<file path="config.mk">
export PLATFORM = sky130hd
export DESIGN_NAME = ctrl_sequencer
export DESIGN_NICKNAME = d
export VERILOG_FILES = /design/src/rtl/ctrl_sequencer_pkg.sv /design/src/rtl/ctrl_sequencer_inst_decode.sv /design/src/rtl/ctrl_sequencer.sv
export SDC_FILE = /design/constraint.sdc
export NUM_CORES = 1
export LEC_CHECK = 0
export CORE_AREA = 8 8 80 135
export DETAILED_ROUTE_END_ITERATION = 8
export DIE_AREA = 0 0 88 143
export SLEW_MARGIN = 25
export SYNTH_ARGS = -nofsm -noshare
export SYNTH_HDL_FRONTEND = slang
export SYNTH_SLANG_ARGS = --single-unit
</file>
<file path="constraint.sdc">
create_clock -name i_clk -period 4.15 [get_ports i_clk]
set_input_delay 1.0375 -clock i_clk [delete_from_list [all_inputs] [get_ports i_clk]]
set_output_delay 1.0375 -clock i_clk [all_outputs]
set_load 0.02 [all_outputs]
</file>
<file path="src/rtl/ctrl_sequencer_pkg.sv">
// Shared definitions for the instruction-side sequencer: opcode names, FSM states,
// instruction field positions and the decoded control word.
package ctrl_sequencer_pkg;

  localparam int INSTR_W = 9;
  localparam int OP_MSB  = 8;
  localparam int OP_LSB  = 5;
  localparam int RA_MSB  = 4;
  localparam int RA_LSB  = 3;
  localparam int RB_MSB  = 2;
  localparam int RB_LSB  = 1;
  localparam int IM_MSB  = 2;
  localparam int IM_LSB  = 0;

  typedef enum logic [3:0] {
    OP_ADD  = 4'h0,
    OP_ADDI = 4'h1,
    OP_SUB  = 4'h2,
    OP_AND  = 4'h3,
    OP_OR   = 4'h4,
    OP_XOR  = 4'h5,
    OP_SHL  = 4'h6,
    OP_GEQ  = 4'h7,
    OP_EQ   = 4'h8,
    OP_NEQ  = 4'h9,
    OP_BNZL = 4'hA,
    OP_BNZR = 4'hB,
    OP_LD   = 4'hC,
    OP_ST   = 4'hD,
    OP_NOP  = 4'hE,
    OP_HALT = 4'hF
  } op_mne;

  typedef enum logic [2:0] {
    IDLE,
    FETCH,
    EXEC,
    MEMWAIT,
    DONE
  } ctrl_state_t;

  // The IR resets to a NOP so nothing downstream sees a stale write or branch.
  localparam logic [INSTR_W-1:0] NOP_INSTR = {4'hE, 5'b00000};

  typedef struct packed {
    logic [3:0] alu_op;
    logic [2:0] alu_im;
    logic [1:0] ra;
    logic [1:0] rb;
    logic       reg_wr;
    logic       mem_rd;
    logic       mem_wr;
    logic       is_halt;
    logic       br_left;
    logic       br_right;
  } ctrl_word_t;

  function automatic logic is_alu_op(input logic [3:0] op);
    return (op <= 4'hB);
  endfunction

  // Compares write their 0/1 result to Ra; only the two branches leave the RF alone.
  function automatic logic alu_writes_rf(input logic [3:0] op);
    return is_alu_op(op) && (op != OP_BNZL) && (op != OP_BNZR);
  endfunction

endpackage

</file>
<file path="src/rtl/ctrl_sequencer_inst_decode.sv">
// Combinational decode of the instruction register into the sequencer control word.
module inst_decode
  import ctrl_sequencer_pkg::*;
(
  input  logic [INSTR_W-1:0] i_ir,
  output ctrl_word_t         o_ctrl
);

  logic [3:0] w_op;

  assign w_op = i_ir[OP_MSB:OP_LSB];

  always_comb begin
    o_ctrl          = '0;
    o_ctrl.ra       = i_ir[RA_MSB:RA_LSB];
    o_ctrl.rb       = i_ir[RB_MSB:RB_LSB];
    o_ctrl.alu_im   = i_ir[IM_MSB:IM_LSB];
    o_ctrl.alu_op   = is_alu_op(w_op) ? w_op : 4'h0;
    o_ctrl.reg_wr   = alu_writes_rf(w_op);
    o_ctrl.mem_rd   = (w_op == OP_LD);
    o_ctrl.mem_wr   = (w_op == OP_ST);
    o_ctrl.is_halt  = (w_op == OP_HALT);
    o_ctrl.br_left  = (w_op == OP_BNZL);
    o_ctrl.br_right = (w_op == OP_BNZR);
  end

endmodule

</file>
<file path="src/rtl/ctrl_sequencer.sv">
// Multi-cycle fetch/exec sequencer: fetches 9-bit instructions, drives ALU/RF/memory
// controls with registered strobes, steers the PC on branches and guards each run with a watchdog.
module ctrl_sequencer
  import ctrl_sequencer_pkg::*;
#(
  parameter int PC_W       = 10,
  parameter int START_ADDR = 0,
  parameter int MAX_CYCLES = 65535
) (
  input  logic               i_clk,
  input  logic               i_reset,
  input  logic               i_req,
  output logic               o_ack,
  output logic               o_err,
  output logic [PC_W-1:0]    o_inst_addr,
  input  logic [INSTR_W-1:0] i_instruction,
  output logic [1:0]         o_ra_addr,
  output logic [1:0]         o_rb_addr,
  output logic               o_reg_wr_en,
  output logic               o_wr_sel_mem,
  output logic [3:0]         o_alu_op,
  output logic [2:0]         o_alu_im,
  input  logic               i_branch,
  input  logic [7:0]         i_br_offset,
  output logic               o_mem_rd_en,
  output logic               o_mem_wr_en,
  output logic [15:0]        o_inst_count
);

  localparam int CYC_W = $clog2(MAX_CYCLES + 1);

  ctrl_state_t        r_state;
  logic [INSTR_W-1:0] r_ir;
  logic [PC_W-1:0]    r_pc;
  logic [15:0]        r_inst_count;
  logic [CYC_W-1:0]   r_cyc;
  logic               r_ack;
  logic               r_err;
  logic               r_reg_wr;
  logic               r_wr_sel;
  logic               r_mem_rd;
  logic               r_mem_wr;

  ctrl_word_t         w_ctrl;
  logic [PC_W-1:0]    w_offset;
  logic [PC_W-1:0]    w_pc_next;
  logic [15:0]        w_count_next;
  logic               w_wd_expired;

  inst_decode u_decode (
    .i_ir   (r_ir),
    .o_ctrl (w_ctrl)
  );

  assign w_offset     = PC_W'(i_br_offset);
  assign w_count_next = (r_inst_count == 16'hFFFF) ? r_inst_count : r_inst_count + 16'd1;
  // r_cyc holds the number of the current cycle since leaving IDLE (first running cycle = 1).
  assign w_wd_expired = (r_cyc >= CYC_W'(MAX_CYCLES));

  // PC arithmetic wraps naturally at PC_W bits; offset 0 with a taken branch re-executes itself.
  always_comb begin
    w_pc_next = r_pc + PC_W'(1);
    if (w_ctrl.br_left && i_branch) begin
      w_pc_next = r_pc - w_offset;
    end else if (w_ctrl.br_right && i_branch) begin
      w_pc_next = r_pc + w_offset;
    end
  end

  always_ff @(posedge i_clk) begin
    if (i_reset) begin
      r_state      <= IDLE;
      r_pc         <= PC_W'(START_ADDR);
      r_ir         <= NOP_INSTR;
      r_inst_count <= '0;
      r_cyc        <= '0;
      r_ack        <= 1'b0;
      r_err        <= 1'b0;
      r_reg_wr     <= 1'b0;
      r_wr_sel     <= 1'b0;
      r_mem_rd     <= 1'b0;
      r_mem_wr     <= 1'b0;
    end else begin
      r_reg_wr <= 1'b0;
      r_wr_sel <= 1'b0;
      r_mem_rd <= 1'b0;
      r_mem_wr <= 1'b0;
      unique case (r_state)
        IDLE: begin
          r_pc         <= PC_W'(START_ADDR);
          r_inst_count <= '0;
          r_cyc        <= '0;
          r_ack        <= 1'b0;
          r_err        <= 1'b0;
          if (i_req) begin
            r_state <= FETCH;
            r_cyc   <= CYC_W'(1);
          end
        end
        FETCH: begin
          if (w_wd_expired) begin
            r_state <= DONE;
            r_ack   <= 1'b1;
            r_err   <= 1'b1;
          end else begin
            r_ir    <= i_instruction;
            r_cyc   <= r_cyc + CYC_W'(1);
            r_state <= EXEC;
          end
        end
        EXEC: begin
          if (w_wd_expired) begin
            r_state <= DONE;
            r_ack   <= 1'b1;
            r_err   <= 1'b1;
          end else begin
            r_cyc    <= r_cyc + CYC_W'(1);
            r_reg_wr <= w_ctrl.reg_wr;
            r_mem_rd <= w_ctrl.mem_rd;
            r_mem_wr <= w_ctrl.mem_wr;
            if (w_ctrl.mem_rd) begin
              r_state <= MEMWAIT;
            end else begin
              r_pc         <= w_pc_next;
              r_inst_count <= w_count_next;
              if (w_ctrl.is_halt) begin
                r_state <= DONE;
                r_ack   <= 1'b1;
              end else begin
                r_state <= FETCH;
              end
            end
          end
        end
        MEMWAIT: begin
          // Load data arrives from the synchronous memory one cycle after the read strobe.
          if (w_wd_expired) begin
            r_state <= DONE;
            r_ack   <= 1'b1;
            r_err   <= 1'b1;
          end else begin
            r_cyc        <= r_cyc + CYC_W'(1);
            r_reg_wr     <= 1'b1;
            r_wr_sel     <= 1'b1;
            r_pc         <= w_pc_next;
            r_inst_count <= w_count_next;
            r_state      <= FETCH;
          end
        end
        DONE: begin
          if (!i_req) begin
            r_state <= IDLE;
            r_ack   <= 1'b0;
            r_err   <= 1'b0;
          end
        end
        default: r_state <= IDLE;
      endcase
    end
  end

  assign o_ack        = r_ack;
  assign o_err        = r_err;
  assign o_inst_addr  = r_pc;
  assign o_ra_addr    = w_ctrl.ra;
  assign o_rb_addr    = w_ctrl.rb;
  assign o_reg_wr_en  = r_reg_wr;
  assign o_wr_sel_mem = r_wr_sel;
  assign o_alu_op     = w_ctrl.alu_op;
  assign o_alu_im     = w_ctrl.alu_im;
  assign o_mem_rd_en  = r_mem_rd;
  assign o_mem_wr_en  = r_mem_wr;
  assign o_inst_count = r_inst_count;

endmodule

</file>
==> summary.md <==
| Metric | Value |
|---|---|
| Outcome | `completed` |
| Crit path cell chain | `clkdlybuf4s50_1 > and3_1 > nand2_1 > nor2_1 > ha_1 > nand2_1 > nand2_1 > nand2_1 > nand3_1 > o211ai_1 > ha_1 > nand3_1 > a21oi_1 > o21ai_0 > a211o_1 > xnor2_1 > a32o_1` |
| Resized cells post-CTS | `0` |
| Post-synth EDFFs | `0` |
| RSZ-0062 raised after global routing | `false` |
| Metal3 WL | `407 um` |
| Post-Synth Adder-Cell Area | `4.92%` |
| # IOs | `between 60 and 70` |
| Main synth FF type | `dfxtp_1` |
| Max Root-Sink Buffers | `2` |
| Rel. slew slack | `a little under 50%` |
| Post-route ant nets | `0` |
| Synthesis warning total | `0` |
| Post-synth top area cell | `dfxtp_1` |
| Clock input transition at the sequential cells of the worst setup and hold paths | `0.05 ns` |
| Core Box Area | `8920 um2` |
| Largest cells by area after synthesis | `dfxtp_1 (35%), nor2_1 (7.3%), xnor2_1 (4.8%)` |
| CTS buffer count | `9` |
| CTS tree | `yes` |
| Vias in the first global route | `3082` |
| RePlAce Congestion | `0.884` |
| Worst path bufs/invs | `1` |
| Largest family of logic cells by synthesized area | `simple AND/OR/NAND/NOR gates` |
| CP Max Fanout | `6` |
| Max Slew Vio Count | `0` |
| CP max stage delay | `roughly 0.47 ns` |
| ANT cells | `0` |
| Maximum clock rate | `0.267 GHz` |
| CP startpoint kind | `primary input` |
| Post-synthesis sequential area ratio | `34.7%` |
| I/O Buffers | `63` |
| Post-Syn Area | `3460 um2` |
| Clock latency on the worst-skew pair | `0.32 ns` |
| Setup TNS | `0 ns` |
| Crit. End Element | `register` |
| M1 wire length | `3450 um` |
| Peak supply drop | `283 uV` |
| Mux contribution to synthesized area | `2.35%` |
| Slew @ Worst Pin | `0.755 ns` |
| Num rows | `46` |
| CP most frequent cell | `nand2_1` |
| All-Layer GR Usage | `14.3%` |
| Hold slack | `0.479 ns` |
| Area of the multi-input gates | `2030 um2` |
| Synth Instances | `around 420` |
| CTS Hold Bufs | `0` |
| Fillers | `875` |
| Pre-Repair DR Iteration Count | `4` |
| Detailed Route WL | `8480 um` |
| Final-report setup violation count | `0` |
| Synth unique cells | `60` |
| Area growth from synthesis to layout | `26.0%` |
| WP data required | `4.37 ns` |
| DP Wirelength | `6370 um` |
| Register area | `1200 um2` |
| Net Sw Power | `388 uW` |
| Pleak | `1.63 nW` |
| Async SR Flop Fraction | `0%` |
| Sw Share | `26.2%` |
| Most common cell in the synthesized netlist | `nor2_1` |
| Setup Fix Bufs, Post-CTS | `0` |
| Clk sinks | `60` |
| Die width | `88 um` |
| Die ar. | `12600 um2` |
| Pint | `roughly 1.1 mW` |
| Final routed DRC violation total | `0` |
| Slowest CP cell | `clkdlybuf4s50_1` |
| Sequential power share | `41.2%` |
| Logic gate share of total power | `14.0%` |
| GRT Residual Overflow | `0` |
| Setup Skew | `~0.0045 ns` |
| Via density | `5.12` |
| Crit Path Class | `primary input to register` |
| Cell family with most CP delay | `simple AND/OR/NAND/NOR gates` |
| Top cells by count, synth | `nor2_1 (67), dfxtp_1 (60), nand2_1 (29)` |
| Register bit count reported by yosys | `60` |
| Net count, final | `between 500 and 600` |
| Syn_nets | `452` |
| Starting Density | `between 30% and 40%` |
| Share of cells above drive strength 1 | `6.98%` |
| Clock Power Share | `44.9%` |
| Met2 Wirelength | `4470 um` |
| Top cell type's share of synthesized area | `approximately a third` |
| Max-Cap Viols | `0` |
| Final hold violation count | `0` |
| Hold Crit Class | `register to register` |
| Synth Area in XOR/XNOR | `8.36%` |
| Drt first-iter violations | `155` |
| Final period util | `approximately nine tenths` |
| Simple-gate share of the synthesized area | `between 20% and 30%` |
| Via Count | `between 3000 and 4000` |
| Worst Path Arrival | `between 3 and 4 ns` |
| DR top layer | `met4` |
| Syn avg cell area | `approximately 8.3 um2` |
| Compound-gate portion of the synthesized area | `13.7%` |
| H-tree depth | `3` |
| Clock period minus worst slack | `3.74 ns` |
| Power per cell area | `340 nW/um2` |
| Initial antenna violation count | `0` |
| First-pass GRT wire length | `14300 um` |
| CTS root buf | `clkbuf_16` |
| Wire length per cell | `14.3 um` |
| Largest net degree at the start of global routing | `34` |
| Die Y | `between 100 and 150 um` |
placed cells by master, fill, tap and decap left out, drive strengths merged, types with 4 or more instances in the layout:
master         count
nand4             11
dfxtp             60
nor2b              5
a21oi             23
o31ai              4
xnor2             19
clkbuf            11
nor2              69
o21ai             10
inv               13
a211o              5
clkdlybuf4s50     63
and3               9
nor3              11
mux2i              7
nand3             27
o211ai             4
nand2b             6
buf                4
nand2             31
ha                12
xor2              14
and2               7
clkinv             4
sequential cells by signal, summed over array words and instances, names as in the netlist:
| signal | cells |
|---|---|
| o_ack | 1 |
| o_err | 1 |
| o_inst_addr | 10 |
| o_inst_count | 16 |
| o_mem_rd_en | 1 |
| o_mem_wr_en | 1 |
| o_reg_wr_en | 1 |
| o_wr_sel_mem | 1 |
| r_cyc | 16 |
| r_ir | 9 |
| r_state | 3 |
worst reg2reg max path, delay by kind of cell (launching register included):
family                     cells  cell delay, ns
xor gates and xnor gates       1            0.13
and+or+nand+nor                9            1.19
adders and majority gates      2            0.58
DFF                            1            0.45
AOI/OAI and AO/OA              5            0.81
cell families (layout without fill, tap and decap cells):
group	after synthesis	after routing
xor gates and xnor gates	33	33
adders and majority gates	13	13
muxes	8	8
buffers and inverters	41	96
and+or+nand+nor	195	195
DFF	60	60
AOI/OAI and AO/OA	68	68
layout make-up:
cell class / count / area share, %
multi-input cells: 317 / 46.5
flip-flops and latches: 60 / 27.6
repair buffers: 67 / 15.2
clock buffers: 11 / 5.57
well taps: 120 / 3.44
inverters: 13 / 1.12
clock inverters: 5 / 0.631
per-stage QoR:
stage               util (%)  worst slack (ns)  std cells  instance area, um2  power [mW]
finish                  48.9             0.406        593                4360        1.48
global route            48.9            0.0708        593                4360        1.55
CTS                     48.9             0.408        593                4360        1.50
detailed placement      45.8            0.0598        577                4090       0.832
global placement        45.8             0.170        577                4090       0.830
floorplan                  -             0.873        418                3460       0.771
path summary, 6_finish.rpt:
path / startpoint / to / slack (ns) / depth (start not counted)
worst max-delay path: i_branch / o_inst_addr[9] / 0.41 / 17
worst min-delay path: o_ack / o_ack / 0.48 / 2
worst max register to register: r_ir[8] / o_inst_addr[9] / 0.88 / 17
worst min register to register: o_ack / o_ack / 0.48 / 2
metal layers:
| metal | vias to the layer above | track usage (%) |
|---|---|---|
| met4 | 0 | 7.30 |
| met5 | - | 0 |
| met1 | 1400 | 14.4 |
| li1 | 1565 | - |
| met3 | 10 | 4.03 |
| met2 | 59 | 25.7 |
power by group through the flow:
| stage | clock network [mW] | registers (mW) | logic, mW |
|---|---|---|---|
| 3_5_place_dp | 0 | 0.623 | 0.209 |
| 2_1_floorplan | 0 | 0.618 | 0.153 |
| 5_1_grt | 0.712 | 0.612 | 0.229 |
| 6_report | 0.665 | 0.611 | 0.207 |
| 4_1_cts | 0.681 | 0.611 | 0.211 |
| 3_3_place_gp | 0 | 0.623 | 0.207 |
Note: power is estimated with default switching activity, not from simulation.
